`config.mk`:
```
export PLATFORM = sky130hd
export DESIGN_NAME = rr_arbiter_5_flat
export DESIGN_NICKNAME = d
export VERILOG_FILES = /design/src/rtl/arb_pkg.sv /design/src/rtl/rr_arbiter_5_if.sv /design/src/rtl/rr_pick_5.sv /design/src/rtl/rr_arbiter_5.sv /design/src/flat_wrapper.sv
export SDC_FILE = /design/constraint.sdc
export NUM_CORES = 1
export LEC_CHECK = 0
export CORE_UTILIZATION = 55
export DETAILED_ROUTE_END_ITERATION = 8
export GPL_ROUTABILITY_DRIVEN = 0
export PLACE_DENSITY = 0.9
export SLEW_MARGIN = 20
export SYNTH_ARGS = -nofsm -noshare
export SYNTH_HDL_FRONTEND = slang
export SYNTH_SLANG_ARGS = --single-unit
```
`constraint.sdc`:
```
create_clock -name clk -period 4.7 [get_ports clk]
set_clock_uncertainty 0.05 [all_clocks]
set_input_delay 0.47 -clock clk [delete_from_list [all_inputs] [get_ports clk]]
set_output_delay 0.47 -clock clk [all_outputs]
set_load 0.005 [all_outputs]
```
`src/rtl/arb_pkg.sv`:
```
// Shared definitions for the five-requester round-robin arbiter.
//   N_REQ     : number of requesters (fixed at 5)
//   ID_W      : width of a requester index
//   RESET_PTR : last-owner pointer after reset, so the first search starts at 0
//   state_e   : arbiter FSM states
//   onehot5   : converts a requester index into a one-hot grant vector
package arb_pkg;

    localparam int unsigned N_REQ = 5;
    localparam int unsigned ID_W  = 3;
    localparam logic [ID_W-1:0] RESET_PTR = 3'd4;

    typedef enum logic {
        IDLE  = 1'b0,
        GRANT = 1'b1
    } state_e;

    // Index 5..7 does not name a requester and maps to no grant at all.
    function automatic logic [N_REQ-1:0] onehot5(input logic [ID_W-1:0] id);
        logic [N_REQ-1:0] oh;
        case (id)
            3'd0:    oh = 5'b00001;
            3'd1:    oh = 5'b00010;
            3'd2:    oh = 5'b00100;
            3'd3:    oh = 5'b01000;
            3'd4:    oh = 5'b10000;
            default: oh = 5'b00000;
        endcase
        return oh;
    endfunction

endpackage

```
`src/rtl/rr_arbiter_5_if.sv`:
```
// Request/grant bundle between five requesters and the arbiter.
//   req       : request vector, bit i from requester i
//   gnt       : one-hot grant
//   gnt_id    : binary index of the owner, qualified by gnt_valid
//   gnt_valid : any grant active
//   timeout   : one-cycle pulse when a grant was forcibly revoked
// master = requester side, slave = arbiter side.
interface rr_arbiter_5_if;
    import arb_pkg::*;

    logic [N_REQ-1:0] req;
    logic [N_REQ-1:0] gnt;
    logic [ID_W-1:0]  gnt_id;
    logic             gnt_valid;
    logic             timeout;

    modport master (
        output req,
        input  gnt,
        input  gnt_id,
        input  gnt_valid,
        input  timeout
    );

    modport slave (
        input  req,
        output gnt,
        output gnt_id,
        output gnt_valid,
        output timeout
    );

endinterface

```
`src/rtl/rr_pick_5.sv`:
```
// Combinational round-robin winner selection for five requesters.
//   req      : request vector
//   last_ptr : index of the previous owner (lowest priority this round)
//   winner   : first requester found searching last_ptr+1, last_ptr+2, ... mod 5
//   any      : at least one request present (winner is meaningful only then)
module rr_pick_5
    import arb_pkg::*;
(
    input  logic [N_REQ-1:0] req,
    input  logic [ID_W-1:0]  last_ptr,
    output logic [ID_W-1:0]  winner,
    output logic             any
);

    logic [ID_W-1:0]    start_s;
    logic [2*N_REQ-1:0] dbl_s;
    logic [N_REQ-1:0]   rot_s;
    logic [ID_W-1:0]    off_s;
    logic [ID_W:0]      sum_s;

    // Rotate requests so the search start sits at bit 0, priority-encode, then undo the rotation.
    always_comb begin
        case (last_ptr)
            3'd0:    start_s = 3'd1;
            3'd1:    start_s = 3'd2;
            3'd2:    start_s = 3'd3;
            3'd3:    start_s = 3'd4;
            3'd4:    start_s = 3'd0;
            default: start_s = 3'd0;
        endcase

        // Doubling the vector turns a mod-5 rotate into a plain part-select.
        dbl_s = {req, req};
        rot_s = dbl_s[start_s +: N_REQ];

        casez (rot_s)
            5'b????1: off_s = 3'd0;
            5'b???10: off_s = 3'd1;
            5'b??100: off_s = 3'd2;
            5'b?1000: off_s = 3'd3;
            5'b10000: off_s = 3'd4;
            default:  off_s = 3'd0;
        endcase

        sum_s = {1'b0, start_s} + {1'b0, off_s};
        if (sum_s >= 4'd5) begin
            winner = ID_W'(sum_s - 4'd5);
        end else begin
            winner = sum_s[ID_W-1:0];
        end

        any = |req;
    end

endmodule

```
`src/rtl/rr_arbiter_5.sv`:
```
// Five-requester round-robin arbiter with registered one-hot grant.
//   clk      : rising-edge clock
//   rst_n    : asynchronous active-low reset
//   bus      : request/grant bundle (slave side)
// MAX_HOLD bounds the consecutive cycles one owner may keep the grant;
// 0 disables the limit. Every grant is followed by at least one idle cycle.
module rr_arbiter_5
    import arb_pkg::*;
#(
    parameter int MAX_HOLD = 16
) (
    input  logic          clk,
    input  logic          rst_n,
    rr_arbiter_5_if.slave bus
);

    localparam int unsigned CNT_W = (MAX_HOLD <= 0) ? 1 : $clog2(MAX_HOLD + 1);
    localparam logic [CNT_W-1:0] CNT_SAT  = CNT_W'((MAX_HOLD <= 0) ? 1 : MAX_HOLD);
    localparam logic [CNT_W-1:0] CNT_LAST = CNT_W'((MAX_HOLD <= 0) ? 0 : MAX_HOLD - 1);
    localparam logic TIMEOUT_EN = (MAX_HOLD != 0) ? 1'b1 : 1'b0;

    state_e           state_q,     state_d;
    logic [N_REQ-1:0] gnt_q,       gnt_d;
    logic [ID_W-1:0]  gnt_id_q,    gnt_id_d;
    logic             gnt_valid_q, gnt_valid_d;
    logic             timeout_q,   timeout_d;
    logic [ID_W-1:0]  last_ptr_q,  last_ptr_d;
    logic [CNT_W-1:0] hold_cnt_q,  hold_cnt_d;

    logic [ID_W-1:0]  pick_winner_s;
    logic             pick_any_s;
    logic             owner_req_s;

    rr_pick_5 u_pick (
        .req      (bus.req),
        .last_ptr (last_ptr_q),
        .winner   (pick_winner_s),
        .any      (pick_any_s)
    );

    // Owner still requesting; gnt_q is one-hot so a masked OR selects its bit.
    assign owner_req_s = |(bus.req & gnt_q);

    // Next-state and next-output logic for the IDLE/GRANT machine.
    always_comb begin
        state_d     = state_q;
        gnt_d       = gnt_q;
        gnt_id_d    = gnt_id_q;
        gnt_valid_d = gnt_valid_q;
        timeout_d   = 1'b0;
        last_ptr_d  = last_ptr_q;
        hold_cnt_d  = hold_cnt_q;

        case (state_q)
            IDLE: begin
                if (pick_any_s) begin
                    gnt_d       = onehot5(pick_winner_s);
                    gnt_id_d    = pick_winner_s;
                    gnt_valid_d = 1'b1;
                    last_ptr_d  = pick_winner_s;
                    hold_cnt_d  = {CNT_W{1'b0}};
                    state_d     = GRANT;
                end else begin
                    gnt_d       = 5'b00000;
                    gnt_valid_d = 1'b0;
                    state_d     = IDLE;
                end
            end
            GRANT: begin
                if (!owner_req_s) begin
                    gnt_d       = 5'b00000;
                    gnt_valid_d = 1'b0;
                    state_d     = IDLE;
                end else if (TIMEOUT_EN && (hold_cnt_q == CNT_LAST)) begin
                    gnt_d       = 5'b00000;
                    gnt_valid_d = 1'b0;
                    timeout_d   = 1'b1;
                    state_d     = IDLE;
                end else begin
                    // Saturate so an unlimited hold never wraps the counter.
                    if (hold_cnt_q != CNT_SAT) begin
                        hold_cnt_d = hold_cnt_q + CNT_W'(1);
                    end else begin
                        hold_cnt_d = hold_cnt_q;
                    end
                end
            end
            default: begin
                gnt_d       = 5'b00000;
                gnt_valid_d = 1'b0;
                state_d     = IDLE;
            end
        endcase
    end

    // State, pointer, counter and output registers.
    always_ff @(posedge clk or negedge rst_n) begin
        if (!rst_n) begin
            state_q     <= IDLE;
            gnt_q       <= 5'b00000;
            gnt_id_q    <= 3'd0;
            gnt_valid_q <= 1'b0;
            timeout_q   <= 1'b0;
            last_ptr_q  <= RESET_PTR;
            hold_cnt_q  <= {CNT_W{1'b0}};
        end else begin
            state_q     <= state_d;
            gnt_q       <= gnt_d;
            gnt_id_q    <= gnt_id_d;
            gnt_valid_q <= gnt_valid_d;
            timeout_q   <= timeout_d;
            last_ptr_q  <= last_ptr_d;
            hold_cnt_q  <= hold_cnt_d;
        end
    end

    assign bus.gnt       = gnt_q;
    assign bus.gnt_id    = gnt_id_q;
    assign bus.gnt_valid = gnt_valid_q;
    assign bus.timeout   = timeout_q;

endmodule

```
`src/flat_wrapper.sv`:
```
// flat-port wrapper written by rule: the top's interface ports become plain ports
module rr_arbiter_5_flat import arb_pkg::*;
#(
    parameter int MAX_HOLD = 16
)
  (clk, rst_n, bus_req, bus_gnt, bus_gnt_id, bus_gnt_valid, bus_timeout);
  rr_arbiter_5_if bus_i ();
  input  logic clk;
  input  logic rst_n;
  input wire logic [$bits(bus_i.req)-1:0] bus_req;
  output wire logic [$bits(bus_i.gnt)-1:0] bus_gnt;
  output wire logic [$bits(bus_i.gnt_id)-1:0] bus_gnt_id;
  output wire logic [$bits(bus_i.gnt_valid)-1:0] bus_gnt_valid;
  output wire logic [$bits(bus_i.timeout)-1:0] bus_timeout;
  assign bus_i.req = bus_req;
  assign bus_gnt = bus_i.gnt;
  assign bus_gnt_id = bus_i.gnt_id;
  assign bus_gnt_valid = bus_i.gnt_valid;
  assign bus_timeout = bus_i.timeout;
  rr_arbiter_5 #(.MAX_HOLD(MAX_HOLD)) u_core (.clk(clk), .rst_n(rst_n), .bus(bus_i));
endmodule
```
==> flow_summary.yaml <==
run_status:
  status: "complete, no violations"
critical_path:
  crit_chain: "or2_4 > o21ai_0 > or2_2 > o21ai_1 > a211oi_1 > ha_1 > inv_1 > fa_1 > ha_1 > nor2b_1 > o22ai_1 > mux2i_1 > nor2_1 > a22o_1"
  cpMostUsedCell: "ha_1"
  path_buf_inv: 1
  crit_path_max_incr_delay_ns: 0.59
  r2r-end: "u_core.bus.gnt[2]"
  startpoint_type: "flop"
  slowest_stage: "dfrtp_1"
  critical_path_cell_count: 14
  critPathRequiredTime_ns: 4.84
  ff2ff_setup_slack_ns: 0.50
  r2r_cells: 14
  cp_max_fo: 19
  endpoint_kind: "flop"
  cp_top_family: "compound AO/OA/AOI/OAI gates"
  endpoint: "u_core.bus.gnt[2]"
  r2r-start: "u_core.bus.gnt_id[0]"
  worstPathArrival_ns: 4.34
  path_class: "reg2reg"
  critPathLaunch: "u_core.bus.gnt_id[0]"
timing:
  hold_violations: 0
  worst_slack_ns: 0.498
  period_share_pct: 89.4
  fmaxAchievable_ghz: 0.238
  slew_headroom_pct: 49.2
  finalSetupTns_ns: 0
  setup_viol: 0
  tightest_slew_ns: 0.760
  fin_crit_ns: 4.20
  rsz0062_at_grt: "false"
  drv_slew: 0
clock_tree:
  cts_tree: "done"
  clk_latency_ns: 0.29
  cts_max_level: 1
  cts_resized: 0
  post_cts_buffers: 0
  cts.sinks: 17
  hold_buffers: 0
  cts_made_buffers: 3
  cts-root-buf: "clkbuf_4"
  clk_pin_slew_ns: 0.10
  clk_path_buf_depth: 2
floorplanning:
  num_rows: 17
  die_w_um: 52.4
  start_util_pct: 60.8
  die_y_um: 52.4
  core_mm2: 0.00230
  dieArea_mm2: 0.00275
  ios: 17
grt:
  first_global_vias: 1227
  antenna_found_initial: 0
  grt_pass1_wl_mm: 5.53
  gr-total-overflow: 0
  grt_max_degree: 21
  track_usage_pct: 27.1
logic_synthesis:
  yosys_warnings: 0
  synth_cell_type_count: 56
  syn_area_mm2: 0.00140
  synthMuxAreaShare_pct: 1.43
  netlist_instances: 157
  synth_top_family_by_area: "compound AO/OA/AOI/OAI gates"
  synthFlopType: "dfrtp_1"
  synth_xor_area_share_pct: 1.88
  synth-compound-area-share_pct: 26.5
  synthSimpleGateAreaFrac_pct: 24.0
  synthAdderAreaFrac_pct: 8.59
  ys_seq_elements: 17
  syn-num-nets: 173
  synth-edff-count: 0
  ys_seq_area_share_pct: 30.5
  async_flop_share_pct: 100
  synth.avg_cell_area_um2: 8.90
worst_hold_path:
  hp-class: "reg2reg"
  hold_start: "u_core.bus.gnt_valid"
routing:
  drcViolationCount: 0
  drt-initial-drc-count: 50
  wl_per_cell_um: 16.1
  firstDrtPassIters: 4
  routed_wl_mm: 3.17
  dr_total_vias: 1270
  via_per_inst: 6.45
  ant_nets: 0
layout:
  finalNetCount: 186
  antenna_cells: 0
  syn_to_final_growth_pct: 11.8
  layout-drive-gt1-share_pct: 9.47
power:
  power.density_mw_per_mm2: 825
  leakage_nw: 0.667
  irDropWorstVdd_mv: 0.652
  power.total_w: 0.00129
job:
  drv_cap: 0
place:
  port_buffers: 16
  dp_hpwl_mm: 2.44
  pre_cts_ws_ns: 0.252
Yosys cell counts (2+ instances only):
library cell / n / area share, %
dfrtp_1: 16 / 29
or3b_1: 2 / 1.3
nor3b_1: 2 / 1.1
mux2i_1: 2 / 1.4
and3b_1: 2 / 1.3
nand2_1: 17 / 4.6
a31oi_1: 3 / 1.3
nand2b_1: 4 / 1.8
buf_4: 2 / 1.1
a22o_1: 2 / 1.3
buf_6: 2 / 1.6
nor3_1: 5 / 1.8
nor2b_1: 3 / 1.3
o21ai_0: 5 / 1.8
a21oi_1: 4 / 1.4
ha_1: 8 / 7.2
o21a_1: 2 / 1.1
o21ai_1: 7 / 2.5
nor2_1: 6 / 1.6
o31ai_1: 7 / 3.8
buf_2: 4 / 1.4
a211oi_1: 3 / 1.6
nand3_1: 3 / 1.1
and3_1: 3 / 1.3
xnor2_1: 2 / 1.3
inv_1: 11 / 3.0
power breakdown:
group / switching [W] / internal, W
registers: 0.0000913 / 0.000199
clock network: 0.0000468 / 0.0000317
logic: 0.000516 / 0.000404
worst min-delay path by stage:
stage | end | slack [ns] | depth (start not counted)
after detailed placement | u_core.bus.gnt_valid | 0.43 | 2
after global placement | u_core.bus.gnt_valid | 0.42 | 2
after global routing | u_core.hold_cnt_q[3] | 0.47 | 1
after CTS | u_core.hold_cnt_q[3] | 0.45 | 1
after floorplan | u_core.bus.gnt[0] | 0.12 | 0
final | u_core.bus.gnt_valid | 0.45 | 2
through the flow:
stage	util (%)	std cells	hold WS (ns)	area, um2
after detailed placement	66.8	193	0.426	1540
after CTS	68.0	197	0.450	1560
after global placement	66.8	193	0.418	1540
after floorplan	-	157	0.124	1400
final	68.0	197	0.446	1560
after global routing	68.0	197	0.470	1560
worst reg2reg max path, stage by stage, from the launching register on:
cell and delay (ns):
dfrtp_1 0.59, or2_4 0.37, o21ai_0 0.27, or2_2 0.19, o21ai_1 0.06, a211oi_1 0.28
ha_1 0.22, inv_1 0.06, fa_1 0.53, ha_1 0.27, nor2b_1 0.15, o22ai_1 0.26
mux2i_1 0.50, nor2_1 0.10, a22o_1 0.20
layer usage:
layer / wire length (um) / GRT usage, % / up-vias
li1: - / - / 602
met1: 1420 / 36.6 / 599
met2: 1450 / 40.3 / 55
met3: 193 / 4.93 / 14
met4: 106 / 15.4 / 0
met5: 0 / 0 / -
logic make-up (layout without fill, tap and decap cells):
group / count (synthesis) / count (layout)
AOI/OAI and AO/OA: 49 / 49
xor gates and xnor gates: 3 / 3
adders and majority gates: 9 / 9
buffers and inverters: 19 / 31
DFF: 17 / 17
muxes: 2 / 2
and+or+nand+nor: 58 / 58
placed cells by master, fill, tap and decap left out, drive strengths merged, types with 2 or more instances in the layout:
cell            n
a31oi           4
or3b            2
clkdlybuf4s50  16
ha              8
mux2i           2
xnor2           2
and2b           2
nand3           3
nand2b          4
o31ai           7
o21a            2
a21oi           4
or2             3
nor2            7
clkbuf          3
nand2          17
and3            3
o21ai          13
nor3b           3
a211oi          4
inv            11
dfrtp          16
nor3            5
nor2b           3
and3b           2
a22o            2
registers in the layout, summed over array words and instances (netlist names):
register,cells
u_core.last_ptr_q,1
u_core.state_q,1
u_core.bus.gnt_id,3
u_core.bus.timeout,1
u_core.bus.gnt_valid,1
u_core.hold_cnt_q,5
u_core.bus.gnt,5
cell type report:
cell class	instances	area (um2)
Timing Repair Buffer	16	160
Clock buffer	3	22.5
Fill cell	193	734
Inverter	11	41.3
Clock inverter	1	5.00
Tap cell	28	35.0
Sequential cell	17	427
Multi-Input combinational cell	121	872
No activity file was read; power rests on OpenSTA's default activity.
